File: src/rtl/micro_core_if.sv
// micro_core_if: instruction-fetch handshake and status/write-back bus of micro_core.
//
// Signals:
//   instr_valid          core <- ROM   instruction holds a valid word for instruction_address
//   instruction          core <- ROM   fetched instruction word (IW bits)
//   instr_req            core -> ROM   fetch request, high exactly while fetching
//   instruction_address  core -> ROM   current program counter
//   op                   core -> out   opcode of the latched instruction
//   mem_read/mem_write   core -> out   one-cycle strobes while executing LOAD / STORE
//   reg_write            core -> out   one-cycle strobe while executing ADD or LOAD
//   wb_reg/wb_data       core -> out   destination and value of the last register write
//   wb_valid             core -> out   last retired instruction wrote a register
//   halted               core -> out   core stopped after a branch-to-self
//
// The master modport is the core side; the slave modport is the ROM/console side.
interface micro_core_if #(
    parameter int DATA_WIDTH    = 8,
    parameter int REG_ADDR_BITS = 2,
    parameter int PC_WIDTH      = 8
);
    localparam int IW = 2 + 3 * REG_ADDR_BITS;

    logic                     instr_valid;
    logic [IW-1:0]            instruction;
    logic                     instr_req;
    logic [PC_WIDTH-1:0]      instruction_address;
    logic [1:0]               op;
    logic                     mem_read;
    logic                     mem_write;
    logic                     reg_write;
    logic [REG_ADDR_BITS-1:0] wb_reg;
    logic [DATA_WIDTH-1:0]    wb_data;
    logic                     wb_valid;
    logic                     halted;

    modport master (
        input  instr_valid, instruction,
        output instr_req, instruction_address, op, mem_read, mem_write,
               reg_write, wb_reg, wb_data, wb_valid, halted
    );

    modport slave (
        output instr_valid, instruction,
        input  instr_req, instruction_address, op, mem_read, mem_write,
               reg_write, wb_reg, wb_data, wb_valid, halted
    );
endinterface

File: src/rtl/micro_core.sv
// micro_core: parametrised four-opcode processor (ADD, LOAD, STORE, BRANCH) with a
// FETCH/EXEC/HALT control FSM. FETCH waits (unbounded) for instr_valid, EXEC retires
// the latched instruction in one cycle, HALT is entered on a branch-to-self and left
// only through reset.
//
// Ports:
//   clock  in   core clock, rising edge
//   reset  in   asynchronous, active-high; clears pc, ir, registers, wb state and
//               reloads the data memory with its power-on pattern
//   bus    master side of micro_core_if (fetch handshake, strobes, write-back, halted)
//
// Instruction word, MSB first: op[1:0], rs, rt, f (each REG_ADDR_BITS wide).
module micro_core #(
    parameter int DATA_WIDTH    = 8,
    parameter int REG_ADDR_BITS = 2,
    parameter int MEM_ADDR_BITS = 5,
    parameter int PC_WIDTH      = 8
) (
    input  logic          clock,
    input  logic          reset,
    micro_core_if.master  bus
);
    localparam int IW        = 2 + 3 * REG_ADDR_BITS;
    localparam int NUM_REGS  = 1 << REG_ADDR_BITS;
    localparam int MEM_DEPTH = 1 << MEM_ADDR_BITS;

    localparam logic [1:0] OP_ADD    = 2'b00;
    localparam logic [1:0] OP_LOAD   = 2'b01;
    localparam logic [1:0] OP_STORE  = 2'b10;
    localparam logic [1:0] OP_BRANCH = 2'b11;

    typedef enum logic [1:0] {
        S_FETCH = 2'd0,
        S_EXEC  = 2'd1,
        S_HALT  = 2'd2
    } state_t;

    // Power-on memory pattern: lower half counts up from 0, upper half counts down
    // from 0 (M[half] = 0, M[half+1] = -1, ...).
    function automatic logic [DATA_WIDTH-1:0] mem_init(input logic [MEM_ADDR_BITS-1:0] idx);
        logic [DATA_WIDTH-1:0] v_lo;
        v_lo = DATA_WIDTH'({1'b0, idx[MEM_ADDR_BITS-2:0]});
        return idx[MEM_ADDR_BITS-1] ? (~v_lo + 1'b1) : v_lo;
    endfunction

    function automatic logic signed [DATA_WIDTH-1:0] sext_data(input logic [REG_ADDR_BITS-1:0] f);
        return {{(DATA_WIDTH-REG_ADDR_BITS){f[REG_ADDR_BITS-1]}}, f};
    endfunction

    function automatic logic signed [PC_WIDTH-1:0] sext_pc(input logic [REG_ADDR_BITS-1:0] f);
        return {{(PC_WIDTH-REG_ADDR_BITS){f[REG_ADDR_BITS-1]}}, f};
    endfunction

    state_t                   r_state;
    state_t                   w_state_next;
    logic [PC_WIDTH-1:0]      r_pc;
    logic [IW-1:0]            r_ir;
    logic [DATA_WIDTH-1:0]    r_regs [NUM_REGS];
    logic [DATA_WIDTH-1:0]    r_mem  [MEM_DEPTH];
    logic [REG_ADDR_BITS-1:0] r_wb_reg;
    logic [DATA_WIDTH-1:0]    r_wb_data;
    logic                     r_wb_valid;

    logic [1:0]                   w_op;
    logic [REG_ADDR_BITS-1:0]     w_rs;
    logic [REG_ADDR_BITS-1:0]     w_rt;
    logic [REG_ADDR_BITS-1:0]     w_f;
    logic signed [DATA_WIDTH-1:0] w_imm_d;
    logic signed [PC_WIDTH-1:0]   w_imm_p;
    logic [DATA_WIDTH-1:0]        w_rs_val;
    logic [DATA_WIDTH-1:0]        w_rt_val;
    logic [DATA_WIDTH-1:0]        w_add;
    logic [MEM_ADDR_BITS-1:0]     w_addr;
    logic [PC_WIDTH-1:0]          w_pc_inc;
    logic [PC_WIDTH-1:0]          w_br_tgt;
    logic                         w_self_branch;
    logic                         w_exec;
    logic                         w_fetch_take;

    // Decode of the latched instruction
    assign w_op     = r_ir[IW-1 -: 2];
    assign w_rs     = r_ir[3*REG_ADDR_BITS-1 -: REG_ADDR_BITS];
    assign w_rt     = r_ir[2*REG_ADDR_BITS-1 -: REG_ADDR_BITS];
    assign w_f      = r_ir[REG_ADDR_BITS-1:0];
    assign w_imm_d  = sext_data(w_f);
    assign w_imm_p  = sext_pc(w_f);

    // Operands come from the pre-edge register file, so ADD with f == rs sees old R[rs]
    assign w_rs_val = r_regs[w_rs];
    assign w_rt_val = r_regs[w_rt];
    assign w_add    = w_rs_val + w_rt_val;
    // Effective address keeps only the low MEM_ADDR_BITS, so negative offsets wrap
    assign w_addr   = MEM_ADDR_BITS'(w_rs_val + $unsigned(w_imm_d));

    assign w_pc_inc = r_pc + PC_WIDTH'(1);
    assign w_br_tgt = w_pc_inc + $unsigned(w_imm_p);
    // imm == -1 means the target is the branch itself
    assign w_self_branch = &w_f;

    assign w_exec       = (r_state == S_EXEC);
    assign w_fetch_take = (r_state == S_FETCH) && bus.instr_valid;

    assign bus.instr_req           = (r_state == S_FETCH);
    assign bus.halted              = (r_state == S_HALT);
    assign bus.instruction_address = r_pc;
    assign bus.op                  = w_op;
    assign bus.mem_read            = w_exec && (w_op == OP_LOAD);
    assign bus.mem_write           = w_exec && (w_op == OP_STORE);
    assign bus.reg_write           = w_exec && ((w_op == OP_ADD) || (w_op == OP_LOAD));
    assign bus.wb_reg              = r_wb_reg;
    assign bus.wb_data             = r_wb_data;
    assign bus.wb_valid            = r_wb_valid;

    always_ff @(posedge clock or posedge reset) begin
        if (reset) begin
            r_state <= S_FETCH;
        end else begin
            r_state <= w_state_next;
        end
    end

    always_comb begin
        w_state_next = r_state;
        case (r_state)
            S_FETCH: begin
                if (bus.instr_valid) begin
                    w_state_next = S_EXEC;
                end
            end
            S_EXEC: begin
                if ((w_op == OP_BRANCH) && w_self_branch) begin
                    w_state_next = S_HALT;
                end else begin
                    w_state_next = S_FETCH;
                end
            end
            S_HALT:  w_state_next = S_HALT;
            default: w_state_next = S_FETCH;
        endcase
    end

    always_ff @(posedge clock or posedge reset) begin
        if (reset) begin
            r_pc       <= '0;
            r_ir       <= '0;
            r_wb_reg   <= '0;
            r_wb_data  <= '0;
            r_wb_valid <= 1'b0;
            for (int i = 0; i < NUM_REGS; i++) begin
                r_regs[REG_ADDR_BITS'(i)] <= '0;
            end
            for (int i = 0; i < MEM_DEPTH; i++) begin
                r_mem[MEM_ADDR_BITS'(i)] <= mem_init(MEM_ADDR_BITS'(i));
            end
        end else begin
            if (w_fetch_take) begin
                r_ir <= bus.instruction;
            end
            if (w_exec) begin
                case (w_op)
                    OP_ADD: begin
                        r_regs[w_f] <= w_add;
                        r_wb_reg    <= w_f;
                        r_wb_data   <= w_add;
                        r_wb_valid  <= 1'b1;
                        r_pc        <= w_pc_inc;
                    end
                    OP_LOAD: begin
                        r_regs[w_rt] <= r_mem[w_addr];
                        r_wb_reg     <= w_rt;
                        r_wb_data    <= r_mem[w_addr];
                        r_wb_valid   <= 1'b1;
                        r_pc         <= w_pc_inc;
                    end
                    OP_STORE: begin
                        r_mem[w_addr] <= w_rt_val;
                        r_wb_valid    <= 1'b0;
                        r_pc          <= w_pc_inc;
                    end
                    default: begin
                        r_wb_valid <= 1'b0;
                        r_pc       <= w_br_tgt;
                    end
                endcase
            end
        end
    end
endmodule

File: src/flat_wrapper.sv
// flat-port wrapper written by rule: the top's interface ports become plain ports
module micro_core_flat 
#(
    parameter int DATA_WIDTH    = 8,
    parameter int REG_ADDR_BITS = 2,
    parameter int MEM_ADDR_BITS = 5,
    parameter int PC_WIDTH      = 8
)
  (clock, reset, bus_instr_valid, bus_instruction, bus_instr_req, bus_instruction_address, bus_op, bus_mem_read, bus_mem_write, bus_reg_write, bus_wb_reg, bus_wb_data, bus_wb_valid, bus_halted);
  micro_core_if #(.DATA_WIDTH(DATA_WIDTH), .REG_ADDR_BITS(REG_ADDR_BITS), .PC_WIDTH(PC_WIDTH)) bus_i ();
  input  logic clock;
  input  logic reset;
  input wire logic [$bits(bus_i.instr_valid)-1:0] bus_instr_valid;
  input wire logic [$bits(bus_i.instruction)-1:0] bus_instruction;
  output wire logic [$bits(bus_i.instr_req)-1:0] bus_instr_req;
  output wire logic [$bits(bus_i.instruction_address)-1:0] bus_instruction_address;
  output wire logic [$bits(bus_i.op)-1:0] bus_op;
  output wire logic [$bits(bus_i.mem_read)-1:0] bus_mem_read;
  output wire logic [$bits(bus_i.mem_write)-1:0] bus_mem_write;
  output wire logic [$bits(bus_i.reg_write)-1:0] bus_reg_write;
  output wire logic [$bits(bus_i.wb_reg)-1:0] bus_wb_reg;
  output wire logic [$bits(bus_i.wb_data)-1:0] bus_wb_data;
  output wire logic [$bits(bus_i.wb_valid)-1:0] bus_wb_valid;
  output wire logic [$bits(bus_i.halted)-1:0] bus_halted;
  assign bus_i.instr_valid = bus_instr_valid;
  assign bus_i.instruction = bus_instruction;
  assign bus_instr_req = bus_i.instr_req;
  assign bus_instruction_address = bus_i.instruction_address;
  assign bus_op = bus_i.op;
  assign bus_mem_read = bus_i.mem_read;
  assign bus_mem_write = bus_i.mem_write;
  assign bus_reg_write = bus_i.reg_write;
  assign bus_wb_reg = bus_i.wb_reg;
  assign bus_wb_data = bus_i.wb_data;
  assign bus_wb_valid = bus_i.wb_valid;
  assign bus_halted = bus_i.halted;
  micro_core #(.DATA_WIDTH(DATA_WIDTH), .REG_ADDR_BITS(REG_ADDR_BITS), .MEM_ADDR_BITS(MEM_ADDR_BITS), .PC_WIDTH(PC_WIDTH)) u_core (.clock(clock), .reset(reset), .bus(bus_i));
endmodule
File: config.mk
export PLATFORM = sky130hd
export DESIGN_NAME = micro_core_flat
export DESIGN_NICKNAME = d
export VERILOG_FILES = /design/src/rtl/micro_core_if.sv /design/src/rtl/micro_core.sv /design/src/flat_wrapper.sv
export SDC_FILE = /design/constraint.sdc
export NUM_CORES = 1
export LEC_CHECK = 0
export CORE_ASPECT_RATIO = 0.75
export CORE_UTILIZATION = 25
export CTS_CLUSTER_DIAMETER = 120
export DETAILED_ROUTE_END_ITERATION = 12
export HOLD_SLACK_MARGIN = 0.06
export PLACE_DENSITY = 0.46
export SYNTH_ARGS = -nofsm -noshare
export SYNTH_HDL_FRONTEND = slang
export SYNTH_SLANG_ARGS = --single-unit
File: constraint.sdc
create_clock -name clock -period 6.65 [get_ports clock]
set_clock_uncertainty 0.15 [all_clocks]
set_input_delay 1.6625 -clock clock [delete_from_list [all_inputs] [get_ports clock]]
set_output_delay 1.6625 -clock clock [all_outputs]
set_load 0.05 [all_outputs]
; After elaboration in Yosys (flattened, before gate mapping)
; Cells that the tools add are included.
[totals]
regBits = 317
in_bits = 11
out_inout_bits = 26
wordCells = 109
[classes]
add_sub_neg = 4
order_cmp = 7
eq_ne = 6
n_mux = 26
n_bitwise = 5
n_reduce_logical = 19
[op_table]
columns = operator, n
row1 = $bwmux 256, 1
row2 = $mux 8, 10
row3 = $bwmux 32, 2
row4 = $pmux 32 s2, 1
row5 = $bmux 8 s5, 1
row6 = $demux 8 s5, 1
row7 = $bmux 8 s2, 2
row8 = $demux 8 s2, 2
row9 = $add 8x8->8, 2
row10 = $pmux 8 s2, 1
row11 = $ge 3x3->1 const B, 3
row12 = $not 2->3, 3
row13 = $add 8x1->8 const B, 1
row14 = $logic_and 1x1->1, 8
row15 = $eq 2x2->1 const B, 3
row16 = $ge 6x6->1 const B, 1
row17 = $lt 3x1->1 const B, 2
row18 = $lt 6x1->1 const B, 1
row19 = $not 5->6, 1
row20 = $pmux 2 s3, 1
row21 = $reduce_and 2->1, 3
row22 = $reduce_and 3->1, 2
row23 = $add 5x5->5, 1
row24 = $eq 2x1->1 const B, 2
row25 = other kinds (10), 12

; Depth between registers and ports, before layout
; Gate-level depths: netlist (run 1).
[depth]
depth_word = 11
ltp_mapped = 12
ltp_nobuf = 11

; Least setup slack after synthesis (run 1)
; OpenSTA, ideal clock, no wires.
[synth_timing]
kind = register to register
start = register u_core.r_ir[4]
end = register u_core.r_regs[13] (netlist name), data pin
setup_time_ns = 0.274
arrival_ns = 3.712
slack_ns = 2.514
path_stages_with_launch = 12
path_buffers = 4
period_less_slack_ns = 4.136
path_cell_list = dfrtp_1 buf_2 mux4_2 ha_1 fa_1 clkbuf_1 buf_2 clkbuf_1 mux4_2 mux4_2 mux2i_1 o22ai_1
[synth_between]
elab_chain_len = 11
elab_cells_between_ends = 13
cone_classes = 2 x add/sub / 9 x mux / 2 x bitwise
[synth_lines]
columns = element, line
row1 = start: declaration, micro_core.sv:57  ; logic [IW-1:0] r_ir;
row2 = start signal: assignment, micro_core.sv:157  ; r_ir <= bus.instruction;
row3 = $not 2->3 (not written as such) (*), micro_core.sv:89  ; assign w_rs_val = r_regs[w_rs];
row4 = $bmux 8 s2 (*), micro_core.sv:89
row5 = $mux 8 (not written as such) (*) (2 in a row), micro_core.sv:89
row6 = $add 5x5->5, micro_core.sv:93  ; assign w_addr = MEM_ADDR_BITS'(w_rs_val + $unsigned(w_imm_d));
row7 = $not 5->6 (not written as such), micro_core.sv:169  ; r_regs[w_rt] <= r_mem[w_addr];
row8 = $bmux 8 s5, micro_core.sv:169
row9 = $mux 8 (not written as such) (2 in a row), micro_core.sv:169
row10 = $bwmux 32, micro_core.sv:169
row11 = $pmux 32 s2 (*), micro_core.sv:160  ; case (w_op)
row12 = end signal: indexed assignment, micro_core.sv:162  ; r_regs[w_f] <= w_add;
row13 = end signal: indexed assignment, micro_core.sv:169
row14 = end: declaration, micro_core.sv:58  ; logic [DATA_WIDTH-1:0] r_regs [NUM_REGS];
; Mark *: on every way between the ends. The rest lies on a longest branch, timed or not. The select of a mux whose other input is x is not followed.
; A chain may end at the register's enable or synchronous reset.

; Final worst setup path (run 1)
[layout_timing]
start = register u_core.r_state[1]
end = output bus_mem_read
[layout_between]
elab_chain_len = 2
[layout_lines]
columns = element, line
row1 = start: declaration, micro_core.sv:54  ; state_t r_state;
row2 = start signal: assignment, micro_core.sv:118  ; r_state <= w_state_next;
row3 = $eq 2x1->1, micro_core.sv:100  ; assign w_exec = (r_state == S_EXEC);
row4 = $logic_and 1x1->1, micro_core.sv:107  ; assign bus.mem_read = w_exec && (w_op == OP_LOAD);
row5 = end: declaration, flat_wrapper.sv:18  ; output wire logic [$bits(bus_i.mem_read)-1:0] bus_mem_read;
; Every way passes these cells.

==> impl_metrics.tcl, run 1 <==
set metrics [dict create \
    status "complete, no violations" \
    worstPathRequired_ps 4840 \
    syn_nets 946 \
    multi_input_area_mm2 0.00573 \
    ys.flop_type "edfxtp_1" \
    wl_um 39300 \
    die_w_um 281 \
    ctsResizeCount 0 \
    fin_ws_ps 1500 \
    clock_latency_ps 520 \
    fillers 5738 \
    viasPerCell 4.81 \
    area_delta_synth_final_pct 17.1 \
    slew_violations 0 \
    cts_root_buf "clkbuf_16" \
    cts_buffer_depth 3 \
    finalCriticalPeriod_ps 5150 \
    hold_path_class "flop to flop" \
    first_global_vias 8607 \
    end_kind "output port" \
    grt_setup_unrepaired "false" \
    start_kind "flop" \
    grt_pass1_wl_um 58700 \
    io_buffers 36 \
    gp_congestion 0.767 \
    place_area_mm2 0.0160 \
    path_max_fanout 11 \
    pre_cts_slack_ps 1620 \
    cts_hold_buf 0 \
    static-leakage-power_uw 0.00655 \
    pin_count 37 \
    largest_reg_flops 256 \
    worstPathArrival_ps 3340 \
    vdd_drop_max_mv 0.392 \
    antenna_left 0 \
    hpwlAfterDp_um 24800 \
    regArea_mm2 0.00869 \
    worst_pin_slew_ps 1270 \
    drive_above_1_share 0.356 \
    final_cell_area_mm2 0.0171 \
    postSynthAreaPerCell_um2 16.1 \
    cts_tree "built" \
    postCtsSetupRepairBufs 0 \
    ys_warn_count 0 \
    powerDensity_mw_per_mm2 527 \
    ctsHtreeMaxLevel 2 \
    clock-sinks 317 \
    async_flop_share 0.546 \
    core-area_mm2 0.0576 \
    max_flop_register "u_core.r_mem" \
    drc 0 \
    track_usage 0.135 \
    ys_seq_area_frac 0.594 \
    syn_area_mm2 0.0146 \
    slew_headroom 0.151 \
    rows 76 \
    wl_per_cell_um 22.4 \
    syn_inst 912 \
    drt_iter0_markers 718 \
    cap_violations 0 \
    ys_ff_latch 317 \
    grt_start_max_net_pins 108 \
    overflow 0 \
    nNetsFinal 985 \
    fin_crit_sh 0.775 \
    die_h_um 212 \
    firstDrtPassIters 5 \
    clk_pin_slew_ps 60 \
    reg.largest.list "u_core.r_mem (256), u_core.r_regs (32)" \
    tns_ps 0 \
    max_freq_ghz 0.194 \
    num_antenna_cells 0 \
    setup_viol 0 \
    vias 8434 \
    cts_inserted_buffers 34 \
    initial_core_util 0.254 \
    crit_type "flop to output port" \
    finalHoldViolCount 0 \
    synth.distinct_cells 53 \
    design.die.area_mm2 0.0596 \
    antenna_found_initial 0 \
    synth-edff-count 144 \
]
-- cells in the final DEF (no fill, tap or decap), types with 4 or more instances in the layout --
cell type and n:
o21ai_0 27, o21bai_1 6, clkdlybuf4s50_1 36, nand2b_1 6, nand2_1 38, clkbuf_16 36, inv_1 12, clkinv_2 4
xnor2_1 14, mux2_2 128, nor3_1 9, a21o_1 6, xor2_1 8, bufinv_16 4, and3_1 5, o221ai_1 7
clkbuf_1 7, ha_1 19, mux2i_1 11, a22oi_1 12, nand3_1 15, mux2_1 8, edfxtp_1 144, clkbuf_8 4
nor2_1 31, a21oi_1 17, dfstp_2 32, nand4_1 4, o22ai_1 16, mux4_2 96, nor2_2 9, buf_4 16
dfrtp_1 141
-- path summary, 6_finish.rpt --
| check | start | endpoint | slack [ps] | cells after the start |
|---|---|---|---|---|
| hold reg to reg | u_core.bus.wb_reg[1]$_DFFE_PP0P_ | u_core.bus.wb_reg[1]$_DFFE_PP0P_ | 330 | 2 |
| min in group asynchronous | reset | u_core.r_mem[167]$_DFFE_PP0P_ | 1890 | 2 |
| setup / recovery | u_core.r_state[1]$_DFFE_PP0P_ | bus_mem_read | 1500 | 6 |
| setup reg to reg | u_core.r_ir[4]$_DFFE_PP0P_ | u_core.r_regs[8]$_DFFE_PP_ | 1630 | 9 |
| max in group asynchronous | reset | u_core.r_mem[146]$_DFFE_PP1P_ | 3480 | 3 |
| hold / removal | u_core.bus.wb_reg[1]$_DFFE_PP0P_ | u_core.bus.wb_reg[1]$_DFFE_PP0P_ | 330 | 2 |
-- report_power, final --
| group | internal (uW) | total (uW) | switching, uW |
|---|---|---|---|
| logic | 1770 | 4220 | 2450 |
| clock network | 1190 | 1980 | 794 |
| registers | 2590 | 2830 | 240 |
| total | 5550 | 9040 | 3490 |
-- kinds of logic (layout without fill, tap and decap cells) --
logic type	Yosys count	count (layout)	share of synthesized area
compound gates	104	104	0.0453
xor+xnor	27	27	0.0185
fa+ha+maj	23	23	0.0212
buf+inv	65	128	0.0184
flops	317	317	0.594
mux	243	243	0.260
simple gates	133	133	0.0434
-- cells in the mapped netlist, drive strengths merged (2+ instances only) --
| master | count | share of area |
|---|---|---|
| a211oi | 3 | 0.0015 |
| a21o | 6 | 0.0031 |
| a21oi | 17 | 0.0058 |
| a22oi | 12 | 0.0062 |
| and2 | 4 | 0.0017 |
| and3 | 5 | 0.0021 |
| buf | 15 | 0.0056 |
| clkbuf | 37 | 0.0095 |
| dfrtp | 141 | 0.24 |
| dfstp | 32 | 0.057 |
| edfxtp | 144 | 0.30 |
| fa | 3 | 0.0041 |
| ha | 20 | 0.017 |
| inv | 13 | 0.0033 |
| mux2 | 136 | 0.10 |
| mux2i | 11 | 0.0075 |
| mux4 | 96 | 0.15 |
| nand2 | 39 | 0.010 |
| nand2b | 6 | 0.0026 |
| nand3 | 15 | 0.0051 |
| nand3b | 2 | 0.0010 |
| nand4 | 4 | 0.0017 |
| nor2 | 40 | 0.012 |
| nor2b | 3 | 0.0013 |
| nor3 | 9 | 0.0031 |
| nor3b | 3 | 0.0015 |
| o21ai | 29 | 0.0099 |
| o21bai | 6 | 0.0031 |
| o221ai | 7 | 0.0042 |
| o22ai | 16 | 0.0068 |
| or2 | 2 | 0.00085 |
| xnor2 | 18 | 0.013 |
| xor2 | 9 | 0.0059 |
-- area by class of cell --
cell class,instances,share of cell area
clock buffers,47,0.0573
flip-flops and latches,317,0.507
clock inverters,13,0.0101
repair buffers,55,0.0315
well taps,780,0.0569
multi-input cells,530,0.334
inverters,13,0.00314
-- critical path: stages, from the launching register on --
cell	delay, ps
dfrtp_1	400
nor2b_1	600
nand2b_1	140
inv_1	260
nand2_1	360
inv_1	190
clkdlybuf4s50_1	850
-- metrics by stage --
stage	hold WS [ps]	utilization	total power [uW]	cells
final	331	0.298	9040	1755
after global routing	362	0.298	9540	1755
after CTS	334	0.298	9160	1755
after detailed placement	320	0.278	7150	1695
after global placement	319	0.278	7120	1695
after floorplan	309	-	5840	912
-- per-layer routing --
metal,vias to the layer above,share of wire,track usage
met5,-,0,0
met4,0,0.018,0.0330
met3,60,0.051,0.0253
met2,197,0.43,0.191
met1,4548,0.50,0.209
li1,3629,-,-
No activity file was read; power rests on OpenSTA's default activity.
==> run 2, diff against run 1 <==
==> constraint.sdc (replaced) <==
create_clock -name clock -period 4.45 [get_ports clock]
set_clock_uncertainty 0.15 [all_clocks]
set_input_delay 1.1125 -clock clock [delete_from_list [all_inputs] [get_ports clock]]
set_output_delay 1.1125 -clock clock [all_outputs]
set_load 0.05 [all_outputs]
==> impl_metrics.tcl, run 2 (synthesis gave the netlist of run 1 again) <==
set metrics [dict create \
    status "complete, no violations" \
    dr_wl_met3_um 1680 \
    setup_viol 0 \
    powerDensity_mw_per_mm2 791 \
    grt_start_max_net_pins 70 \
    fin_ws_ps 214 \
    finalPower_uw 13800 \
    path_max_fanout 32 \
    nNetsFinal 1022 \
    drt_iter0_markers 571 \
    overflow 0 \
    first_global_vias 8768 \
    track_usage 0.134 \
    postCtsSetupRepairBufs 0 \
    pin_count 37 \
    initial_core_util 0.254 \
    final_common_cell "edfxtp_1" \
    antenna_found_initial 1 \
    vdd_drop_max_mv 0.629 \
    wl_um 38700 \
    die_h_um 212 \
    top_layer_used "met4" \
    hpwlAfterDp_um 25500 \
    gp_congestion 0.784 \
    grt_setup_unrepaired "false" \
    worstPathRequired_ps 4540 \
    tns_ps 0 \
    clock-sinks 317 \
    design.die.area_mm2 0.0596 \
    drive_above_1_share 0.376 \
    fillers 5778 \
    wl_met1_um 19500 \
    cts_root_buf "clkbuf_16" \
    wl_per_cell_um 21.6 \
    reg.largest.list "u_core.r_mem (256), u_core.r_regs (32)" \
    firstDrtPassIters 4 \
    cts_buffer_depth 3 \
    vias 8410 \
    crit_type "flop to flop" \
    ctsResizeCount 0 \
    hold_path_class "flop to flop" \
    cap_violations 0 \
    cts_inserted_buffers 35 \
    largest_reg_flops 256 \
    core-area_mm2 0.0576 \
    swShare 0.395 \
    p_clk_frac 0.203 \
    cts_tree "built" \
    pre_cts_slack_ps 218 \
    io_buffers 36 \
    post-route-util 0.302 \
    switching_power_uw 5440 \
    grt_pass1_wl_um 58600 \
    finalHoldViolCount 0 \
    clk_pin_slew_ps 60 \
    holdWs_ps 336 \
    fin_crit_sh 0.952 \
    antenna_left 0 \
    layout_common_cells "144 x edfxtp_1, 141 x dfrtp_1, 128 x mux2_2, 96 x mux4_2, 48 x buf_4" \
    viasPerCell 4.69 \
    p_int_uw 8330 \
    combPwrFrac 0.490 \
    worstPathArrival_ps 4320 \
    area_delta_synth_final_pct 18.8 \
    finalCriticalPeriod_ps 4240 \
    static-leakage-power_uw 0.00672 \
    cts_hold_buf 0 \
    max_flop_register "u_core.r_mem" \
    drc 0 \
    start_kind "flop" \
    slew_headroom 0.353 \
    end_kind "flop" \
    max_freq_ghz 0.236 \
    slew_violations 0 \
    wl_met2_um 17000 \
    worst_pin_slew_ps 964 \
    ctsHtreeMaxLevel 2 \
    rows 76 \
    num_antenna_cells 0 \
    power.share.sequential 0.307 \
    clock_latency_ps 540 \
    die_w_um 281 \
]
==> run 2: cell types whose count changed in the layout (fill, tap and decap cells not counted), moves of 2 or more <==
cell       change
bufinv_16      -4
buf_4         +32
a211oi_2       -2
clkinv_1       +2
clkinv_2       +2
a211oi_1       +2
clkbuf_1       +2
buf_12         +5
==> run 2: final timing paths <==
kind,start,end,slack (ps),cells past startpoint
min in group asynchronous,reset,u_core.bus.wb_data[0]$_DFFE_PP0P_,1060,2
max reg2reg,u_core.r_ir[4]$_DFFE_PP0P_,u_core.r_regs[8]$_DFFE_PP_,210,8
max,u_core.r_ir[4]$_DFFE_PP0P_,u_core.r_regs[8]$_DFFE_PP_,210,8
min reg2reg,u_core.bus.wb_valid$_DFFE_PP0P_,u_core.bus.wb_valid$_DFFE_PP0P_,340,2
max in group asynchronous,reset,u_core.r_regs[28]$_DFFE_PP0P_,2300,3
min,u_core.bus.wb_valid$_DFFE_PP0P_,u_core.bus.wb_valid$_DFFE_PP0P_,340,2
==> run 2: layout make-up <==
type,count,area [um2],area share
inverter,13,52.6,0.00302
sequential,317,8690,0.499
clock inverter,15,92.6,0.00532
timing repair buffer,91,871,0.0500
multi-input combinational,530,5720,0.329
tap,780,976,0.0561
clock buffer,49,1000,0.0575
==> run 2: metrics by stage <==
stage | cell area, um2 | cells
3_5_place_dp | 16300 | 1731
5_1_grt | 17400 | 1795
4_1_cts | 17400 | 1795
2_1_floorplan | 14600 | 912
3_3_place_gp | 16300 | 1731
6_report | 17400 | 1795
==> run 2: metal layers <==
layer | vias to the layer above | global-route usage
met5 | - | 0
met4 | 0 | 0.0290
li1 | 3710 | -
met2 | 129 | 0.195
met3 | 36 | 0.0241
met1 | 4535 | 0.204
==> run 2: critical path: stages, from the launching register on <==
cell and delay [ps]:
dfrtp_1 420, mux4_2 580, ha_4 190, fa_4 830
buf_12 240, mux4_2 400, mux4_2 540, mux2i_1 450
o22ai_1 120
==> run 2: power groups by stage <==
stage	Sequential (uW)	Combinational [uW]	Clock (uW)
CTS	4230	6830	2890
finish	4230	6750	2790
detailed placement	4290	6800	0
floorplan	4420	4300	0
global placement	4280	6770	0
global route	4310	7230	3000
